$ cat src/rtl/fifo_pkg.sv
// Shared definitions for the fifo read-side stages: controller state
// encodings and the widths of the state and transfer-count outputs.
package fifo_pkg;
  localparam int STATE_W  = 3;
  localparam int TX_CNT_W = 16;

  typedef enum logic [STATE_W-1:0] {
    ST_RESET  = 3'd0,
    ST_INIT   = 3'd1,
    ST_IDLE   = 3'd2,
    ST_ACTIVE = 3'd3,
    ST_ERROR  = 3'd4
  } state_t;
endpackage

$ cat src/rtl/fifo_rd_ctrl_skid_buf2.sv
// Two-entry circular buffer holding words returned by the fifo until the
// downstream stream accepts them. head_data is always the oldest entry.
module skid_buf2 #(
  parameter int BITNUMBER = 8
) (
  input  logic                 clk,
  input  logic                 reset,
  input  logic                 clear,
  input  logic                 push,
  input  logic [BITNUMBER-1:0] push_data,
  input  logic                 pop,
  output logic [BITNUMBER-1:0] head_data,
  output logic [1:0]           count
);
  logic [BITNUMBER-1:0] mem_q [2];
  logic                 head_q;
  logic [1:0]           count_q;
  logic                 tail;
  logic                 do_pop;

  assign do_pop = pop && (count_q != 2'd0);
  // With one entry the free slot is the other one; with zero it is the head.
  assign tail   = head_q ^ count_q[0];

  always_ff @(posedge clk or negedge reset) begin
    if (!reset) begin
      mem_q[0] <= '0;
      mem_q[1] <= '0;
      head_q   <= 1'b0;
      count_q  <= 2'd0;
    end else if (clear) begin
      head_q  <= 1'b0;
      count_q <= 2'd0;
    end else begin
      if (push) mem_q[tail] <= push_data;
      if (do_pop) head_q <= ~head_q;
      count_q <= count_q + {1'b0, push} - {1'b0, do_pop};
    end
  end

  assign head_data = mem_q[head_q];
  assign count     = count_q;
endmodule

$ cat src/rtl/fifo_rd_ctrl.sv
// Read-side consumer for fifo: issues pops under a 2-credit limit, tracks the
// fifo's read latency with an issue-bit pipe and re-streams words via skid_buf2.
module fifo_rd_ctrl
  import fifo_pkg::*;
#(
  parameter int BITNUMBER = 8,
  parameter int RD_LAT    = 1
) (
  input  logic                 clk,
  input  logic                 reset,
  input  logic [BITNUMBER-1:0] Fifo_Data_out,
  input  logic                 Fifo_empty,
  input  logic                 almost_empty,
  input  logic                 Fifo_rd_error,
  input  logic                 Fifo_wr_error,
  output logic                 Fifo_rd,
  output logic [BITNUMBER-1:0] data_out,
  output logic                 valid_out,
  input  logic                 ready_in,
  output logic [STATE_W-1:0]   state,
  output logic                 error_out,
  output logic [TX_CNT_W-1:0]  tx_count
);
  state_t                state_q, state_d;
  logic [RD_LAT-1:0]     pipe_q;
  logic [1:0]            buf_count;
  logic [1:0]            inflight_count;
  logic                  pipe_exit;
  logic                  init_clear;
  logic                  xfer;
  logic                  credit_ok;
  logic [TX_CNT_W-1:0]   tx_count_q;

  assign pipe_exit  = pipe_q[RD_LAT-1];
  assign init_clear = (state_q == ST_INIT);
  // Stream handshake: a word moves when valid_out && ready_in at a rising
  // edge; valid_out never drops and data_out never changes until then.
  assign xfer       = valid_out && ready_in;
  assign credit_ok  = ({1'b0, buf_count} + {1'b0, inflight_count}) < 3'd2;

  always_comb begin
    inflight_count = 2'd0;
    for (int i = 0; i < RD_LAT; i++) inflight_count = inflight_count + {1'b0, pipe_q[i]};
  end

  always_ff @(posedge clk or negedge reset) begin
    if (!reset) state_q <= ST_RESET;
    else        state_q <= state_d;
  end

  always_comb begin
    state_d = state_q;
    Fifo_rd = 1'b0;
    if (state_q != ST_RESET && (Fifo_rd_error || Fifo_wr_error)) begin
      state_d = ST_ERROR;
    end else begin
      case (state_q)
        ST_RESET:  state_d = ST_INIT;
        ST_INIT:   state_d = ST_IDLE;
        ST_IDLE:   if (!Fifo_empty) state_d = ST_ACTIVE;
        ST_ACTIVE: if (Fifo_empty && inflight_count == 2'd0 && buf_count == 2'd0)
                     state_d = ST_IDLE;
        ST_ERROR:  state_d = ST_ERROR;
        default:   state_d = ST_RESET;
      endcase
    end
    // pipe_q[0] is the issue bit of the previous cycle; the fifo's flags have
    // not yet seen that pop, so almost_empty then means it is already drained.
    if (state_q == ST_ACTIVE && !Fifo_empty && !(almost_empty && pipe_q[0]) && credit_ok)
      Fifo_rd = 1'b1;
  end

  always_ff @(posedge clk or negedge reset) begin
    if (!reset) begin
      pipe_q <= '0;
    end else if (init_clear) begin
      pipe_q <= '0;
    end else begin
      pipe_q[0] <= Fifo_rd;
      for (int i = 1; i < RD_LAT; i++) pipe_q[i] <= pipe_q[i-1];
    end
  end

  always_ff @(posedge clk or negedge reset) begin
    if (!reset)          tx_count_q <= '0;
    else if (init_clear) tx_count_q <= '0;
    else if (xfer)       tx_count_q <= tx_count_q + 1'b1;
  end

  skid_buf2 #(.BITNUMBER(BITNUMBER)) u_buf (
    .clk       (clk),
    .reset     (reset),
    .clear     (init_clear),
    .push      (pipe_exit && !init_clear),
    .push_data (Fifo_Data_out),
    .pop       (xfer),
    .head_data (data_out),
    .count     (buf_count)
  );

  assign valid_out = (buf_count != 2'd0);
  assign state     = state_q;
  assign error_out = (state_q == ST_ERROR);
  assign tx_count  = tx_count_q;

  // The credit limit must keep a returning word from ever meeting a full buffer.
  a_no_overflow: assert property (@(posedge clk) disable iff (!reset)
    (pipe_exit && !init_clear) |-> (buf_count != 2'd2));
endmodule

$ cat config.mk
export PLATFORM = sky130hd
export DESIGN_NAME = fifo_rd_ctrl
export DESIGN_NICKNAME = d
export VERILOG_FILES = /design/src/rtl/fifo_pkg.sv /design/src/rtl/fifo_rd_ctrl_skid_buf2.sv /design/src/rtl/fifo_rd_ctrl.sv
export SDC_FILE = /design/constraint.sdc
export NUM_CORES = 1
export LEC_CHECK = 0
export ABC_AREA = 1
export CORE_UTILIZATION = 51
export DETAILED_ROUTE_END_ITERATION = 10
export GPL_ROUTABILITY_DRIVEN = 0
export GPL_TIMING_DRIVEN = 0
export PLACE_DENSITY_LB_ADDON = 0.15
export SETUP_SLACK_MARGIN = 0.02
export SLEW_MARGIN = 10
export SYNTH_ARGS = -nofsm -noshare
export SYNTH_HDL_FRONTEND = slang
export SYNTH_HIERARCHICAL = 1
export SYNTH_SLANG_ARGS = --single-unit
$ cat constraint.sdc
create_clock -name clk -period 2 [get_ports clk]
set_clock_uncertainty 0.05 [all_clocks]
set_input_delay 0.2 -clock clk [delete_from_list [all_inputs] [get_ports clk]]
set_output_delay 0.2 -clock clk [all_outputs]
set_load 0.005 [all_outputs]
# Word level (Yosys, flattened, before mapping)
# Index checks and enable logic that the tools add are counted.
[word_totals] regBits=39 in_bits=15 output_inout_bits=30 word_cells=67
[classes] n_addsub=4 order_cmp=4 eq_ne=6 n_mux=17 bitwise=5 n_reduce_logical=24
[ops] op="$mux W16" n=2
[ops] op="$mux W8" n=4
[ops] op="$add A16 B1 Y16 const B" n=1
[ops] op="$bwmux W16" n=1
[ops] op="$pmux W3 S5" n=1
[ops] op="$logic_and A1 B1 Y1" n=11
[ops] op="$mux W3" n=3
[ops] op="$demux W8 S1" n=1
[ops] op="$eq A3 B2 Y1 const B" n=2
[ops] op="$ne A3 B3 Y1 const B" n=2
[ops] op="$reduce_bool A2 Y1" n=3
[ops] op="$ge A2 B2 Y1 const B" n=2
[ops] op="$logic_not A2 Y1" n=2
[ops] op="$mux W1" n=4
[ops] op="$not A1 Y2" n=2
[ops] op="$reduce_and A2 Y1" n=2
[ops] op="$add A2 B1 Y3" n=1
[ops] op="$eq A3 B1 Y1 const B" n=1
[ops] op="$eq A3 B3 Y1 const B" n=1
[ops] op="$logic_not A1 Y1" n=3
[ops] op="$logic_not A3 Y1" n=1
[ops] op="$lt A3 B2 Y1 const B" n=1
[ops] op="$reduce_bool A3 Y1" n=1
[ops] op="$add A2 B1 Y2" n=1
[ops] op="other kinds (6)" n=7

# Longest topological paths before layout
[depth] word_depth=7 depth_mapped=10 ltp_nobuf=10

# Modules after synthesis
# The synthesis kept the hierarchy.
[by_module_without_submodules] module="fifo_rd_ctrl" n_inst=1 cells_per_inst=158 area_each_um2=1162.4 seq_area_each_um2=500.5
[by_module_without_submodules] module="skid_buf2" n_inst=1 cells_per_inst=126 area_each_um2=999.7 seq_area_each_um2=475.5

# Worst setup path after synthesis
# OpenSTA, ideal clock, no wires.
[synth_timing] path_type="reg2reg" from="register u_buf.count_q[0] (netlist: u_buf/count[0])" to="register u_buf.count_q[0] (netlist: u_buf/count[0])" setup_time_ns=0.123 arrival_time_ns=1.549 setup_slack_ns=0.278 stages_incl_launch_ff=10 path_buffers=0 synth_period_minus_slack_ns=1.722 path_cell_list="dfrtp_1 > o21ai_4 > inv_2 > nand2_1 > inv_1 > ha_1 > inv_1 > ha_1 > inv_1 > nor2_1"
[synth_via] elab_chain_len=5 word_cells_on_any_way=6 classes_between="add/sub (2); mux (1); reduce/logical (3)"
[synth_rtl] element="start: declaration" line_no="fifo_rd_ctrl_skid_buf2.sv:17" text="logic [1:0] count_q;"
[synth_rtl] element="start signal: assignment" line_no="fifo_rd_ctrl_skid_buf2.sv:37" text="count_q <= count_q + {1'b0, push} - {1'b0, do_pop};"
[synth_rtl] element="$reduce_bool A2 Y1" line_no="fifo_rd_ctrl.sv:101" text="assign valid_out = (buf_count != 2'd0);"
[synth_rtl] element="$logic_and A1 B1 Y1" line_no="fifo_rd_ctrl.sv:38" text="assign xfer = valid_out && ready_in;"
[synth_rtl] element="net xfer" line_no="fifo_rd_ctrl.sv:30" text="logic xfer;"
[synth_rtl] element="$logic_and A1 B1 Y1" line_no="fifo_rd_ctrl_skid_buf2.sv:21" text="assign do_pop = pop && (count_q != 2'd0);"
[synth_rtl] element="$sub A2 B1 Y2" line_no="fifo_rd_ctrl_skid_buf2.sv:37"
[synth_rtl] element="$mux W2" line_no="fifo_rd_ctrl_skid_buf2.sv:31" text="end else if (clear) begin"
# The timed path passes the listed nets, and every way through them passes these cells.
# A chain may end at the register's enable or synchronous reset.

# Worst setup path after layout
[layout_timing] from="register state_q[1] (netlist: state[1])" to="register u_buf/mem_q[13] (netlist name)"
[layout_via] elab_chain_len=4 word_cells_on_any_way=5 classes_between="eq/ne (1); bitwise (1); reduce/logical (3)"
[layout_rtl] element="start: declaration" line_no="fifo_rd_ctrl.sv:24" text="state_t state_q, state_d;"
[layout_rtl] element="start signal: assignment" line_no="fifo_rd_ctrl.sv:48" text="else state_q <= state_d;"
[layout_rtl] element="$eq A3 B1 Y1 *" line_no="fifo_rd_ctrl.sv:35" text="assign init_clear = (state_q == ST_INIT);"
[layout_rtl] element="net init_clear" line_no="fifo_rd_ctrl.sv:29" text="logic init_clear;"
[layout_rtl] element="$logic_not A1 Y1" line_no="fifo_rd_ctrl.sv:94" text=".push (pipe_exit && !init_clear),"
[layout_rtl] element="$logic_and A1 B1 Y1" line_no="fifo_rd_ctrl.sv:94"
[layout_rtl] element="$reduce_and A2 Y1 (no source line) *"
[layout_rtl] element="end signal: indexed assignment" line_no="fifo_rd_ctrl_skid_buf2.sv:35" text="if (push) mem_q[tail] <= push_data;"
[layout_rtl] element="end: declaration" line_no="fifo_rd_ctrl_skid_buf2.sv:15" text="logic [BITNUMBER-1:0] mem_q [2];"
# Mark *: on every way through the listed nets, which the timed path passes. The rest lies on a longest branch.

==> flow_summary.ini <==
[run_status]
status = complete, no violations

[drt]
drt_iter0_markers = 143
ant_nets = 0
post-route-drc-count = 0
first_pass_iters = 4
totalWireLength_um = 4739
viasPerCell = 4.934
wire_per_inst_um = 12.12
routed-via-count = 1929

[global_route]
grt_start_max_net_pins = 26
grt_pass1_wl_um = 7866
grt_remaining_overflow = 0
antenna_found_initial = 0
grt_pass1_vias = 1739
track_usage_pct = 23.59

[clocking]
htree_levels = 2
clock_latency_ns = 0.29
clkSinkCount = 39
cts_buffers = 5
cts_root_buf = clkbuf_8
cts_tree = done
clk_pin_slew_worst_paths_ns = 0.08
clock_path_buffers = 2

[yosys]
syn_area_per_cell_um2 = 7.613
netlist_instances = 284
ys.warnings.count = 6
synth_nets = 302
yosys.area.top_type_share_pct = 45.14
ys_seq_area_share_pct = 45.14
synth_cell_type_count = 26
synth_top_cell_by_area = dfrtp_1
syn-cell-area_um2 = 2162
synthTopCellsByArea = dfrtp_1 (45%), nand2_1 (18%), nand3_1 (6.9%)
synth-seq-cells = 39

[critical_path]
crit_arrival_ns = 1.94
required_ns = 2.13
start_kind = flop
worst-path-max-fanout = 9
crit_type = reg2reg
endpoint_kind = flop

[sta]
max_slew.worst_pin.slew_ns = 0.3594
finalMaxSlewViolations = 0
period_share_pct = 90.26
setup_violations = 0
final.min_clock_period_ns = 1.805
final-hold-violation-count = 0
fmax_ghz = 0.5540
rsz0062_at_grt = false
slew_headroom_pct = 76.04

[placement]
port_buffers = 44
post-dp-hpwl_um = 3443
placed_area_um2 = 2680

[finish]
multi_input_area_um2 = 1033
seq_area_um2 = 975.9
final_cell_mix = nand2_1 (101), clkdlybuf4s50_1 (42), dfrtp_1 (39)
layout_commonest_cell = nand2_1
final_util_pct = 70.59
fin_area_um2 = 2844
area_growth_pct = 31.54
fill_cells = 322
diodes = 0
nNetsFinal = 358
drive_above_1_share_pct = 12.02

[floorplanning]
coreArea_um2 = 4029
ios = 45
start_util_pct = 53.66
die_h_um = 67.11
num_rows = 23
dieArea_um2 = 4504
die_w_um = 67.11

[power]
comb_power_share_pct = 38.7
total_leakage_power_nw = 1.384
p_sw_share_pct = 34.15
p_int_w = 0.001921
vdd_drop_max_mv = 0.6809
power_density_nw_per_um2 = 1026
power_w = 0.002918
clkPwrFrac_pct = 26.4
seq_power_share_pct = 34.9
p_sw_w = 0.0009964

[min_path]
hp-class = in2async

[run]
cap_viol_max_count = 0
==> stage by stage <==
step                      hold slack [ns]  cells  setup slack (ns)  setup TNS [ns]
after global placement             0.4035    378           -0.3148          -12.19
after global routing               0.3330    391           0.02691               0
after detailed placement          0.08241    379           0.07865               0
final                              0.2934    391            0.1948               0
after CTS                          0.2973    388           0.07816               0
after floorplan                   -0.1456    284            0.2777               0
==> worst max-delay path, stage by stage (launching register included) <==
cell      delay (ns)
dfrtp_1         0.40
clkinv_1        0.15
nand3_4         0.16
inv_2           0.11
nor2_1          0.15
inv_1           0.12
nor2_8          0.19
nand3_2         0.21
nand2_1         0.11
nand2_1         0.05
==> power by group through the flow <==
| stage | sequential (W) | clock, W | combinational, W |
|---|---|---|---|
| global route | 0.00104 | 0.000829 | 0.00127 |
| detailed placement | 0.00103 | 0 | 0.00110 |
| global placement | 0.00103 | 0 | 0.00107 |
| CTS | 0.00102 | 0.000790 | 0.00111 |
| floorplan | 0.00101 | 0 | 0.000629 |
| finish | 0.00102 | 0.000770 | 0.00113 |
==> worst paths after layout <==
path / start / to / slack, ns / depth (start not counted)
setup / recovery: state[1] / u_buf/mem_q[13] / 0.19 / 9
hold / removal: reset / u_buf/mem_q[6] / 0.29 / 2
setup reg to reg: state[1] / u_buf/mem_q[13] / 0.19 / 9
hold reg to reg: u_buf/mem_q[15] / u_buf/mem_q[15] / 0.43 / 2
max in group asynchronous: reset / tx_count[15] / 1.16 / 3
min in group clk: u_buf/mem_q[15] / u_buf/mem_q[15] / 0.43 / 2
==> cell families (layout without fill, tap and decap cells) <==
| kind of cell | count (synthesis) | in the layout | share of synthesized area [%] |
|---|---|---|---|
| AOI/OAI and AO/OA | 21 | 21 | 5.845 |
| xor gates and xnor gates | 1 | 1 | 0.4052 |
| adders and majority gates | 3 | 3 | 1.736 |
| buffers and inverters | 32 | 89 | 7.060 |
| DFF | 39 | 39 | 45.14 |
| and+or+nand+nor | 188 | 188 | 39.81 |
==> final cells by class <==
cell class / count / share of cell area, %
Timing Repair Buffer: 49 / 17.11
Multi-Input combinational cell: 213 / 36.34
Tap cell: 50 / 2.200
Sequential cell: 39 / 34.32
Buffer: 4 / 1.672
Clock buffer: 6 / 2.552
Inverter: 28 / 3.696
Clock inverter: 2 / 2.112
==> state kept, by name (all words and copies together) (netlist names) <==
register      flops
tx_count         16
u_buf/count       2
u_buf/head_q      1
u_buf/mem_q      16
state             3
pipe_exit         1
==> metal layers <==
layer  up-vias  GRT usage, %  routed length, µm
li1       1014             -                  -
met1       865         31.63               2241
met2        46         38.25               2251
met3         4         5.651                217
met4         0         5.585                 29
met5         -             0                  0
==> cells in the mapped netlist, drive strengths merged <==
cell type and instances:
o22ai 1, buf 3, clkbuf 1, nor3 4, inv 26, o211a 1
o21ai 8, xor2 1, dfrtp 39, ha 3, a21oi 11, nand4 4
nand3 33, clkinv 2, nor2 39, nand2 108
==> timing repair <==
item                                    CTS  global route
hold buffers                              1             0
hold endpoints to repair                 14             0
resized for setup                         1             0
endpoints found under the setup margin    1             2
pin swaps                                 0             1
buffers inserted                          0             3
No activity file was read; power rests on OpenSTA's default activity.
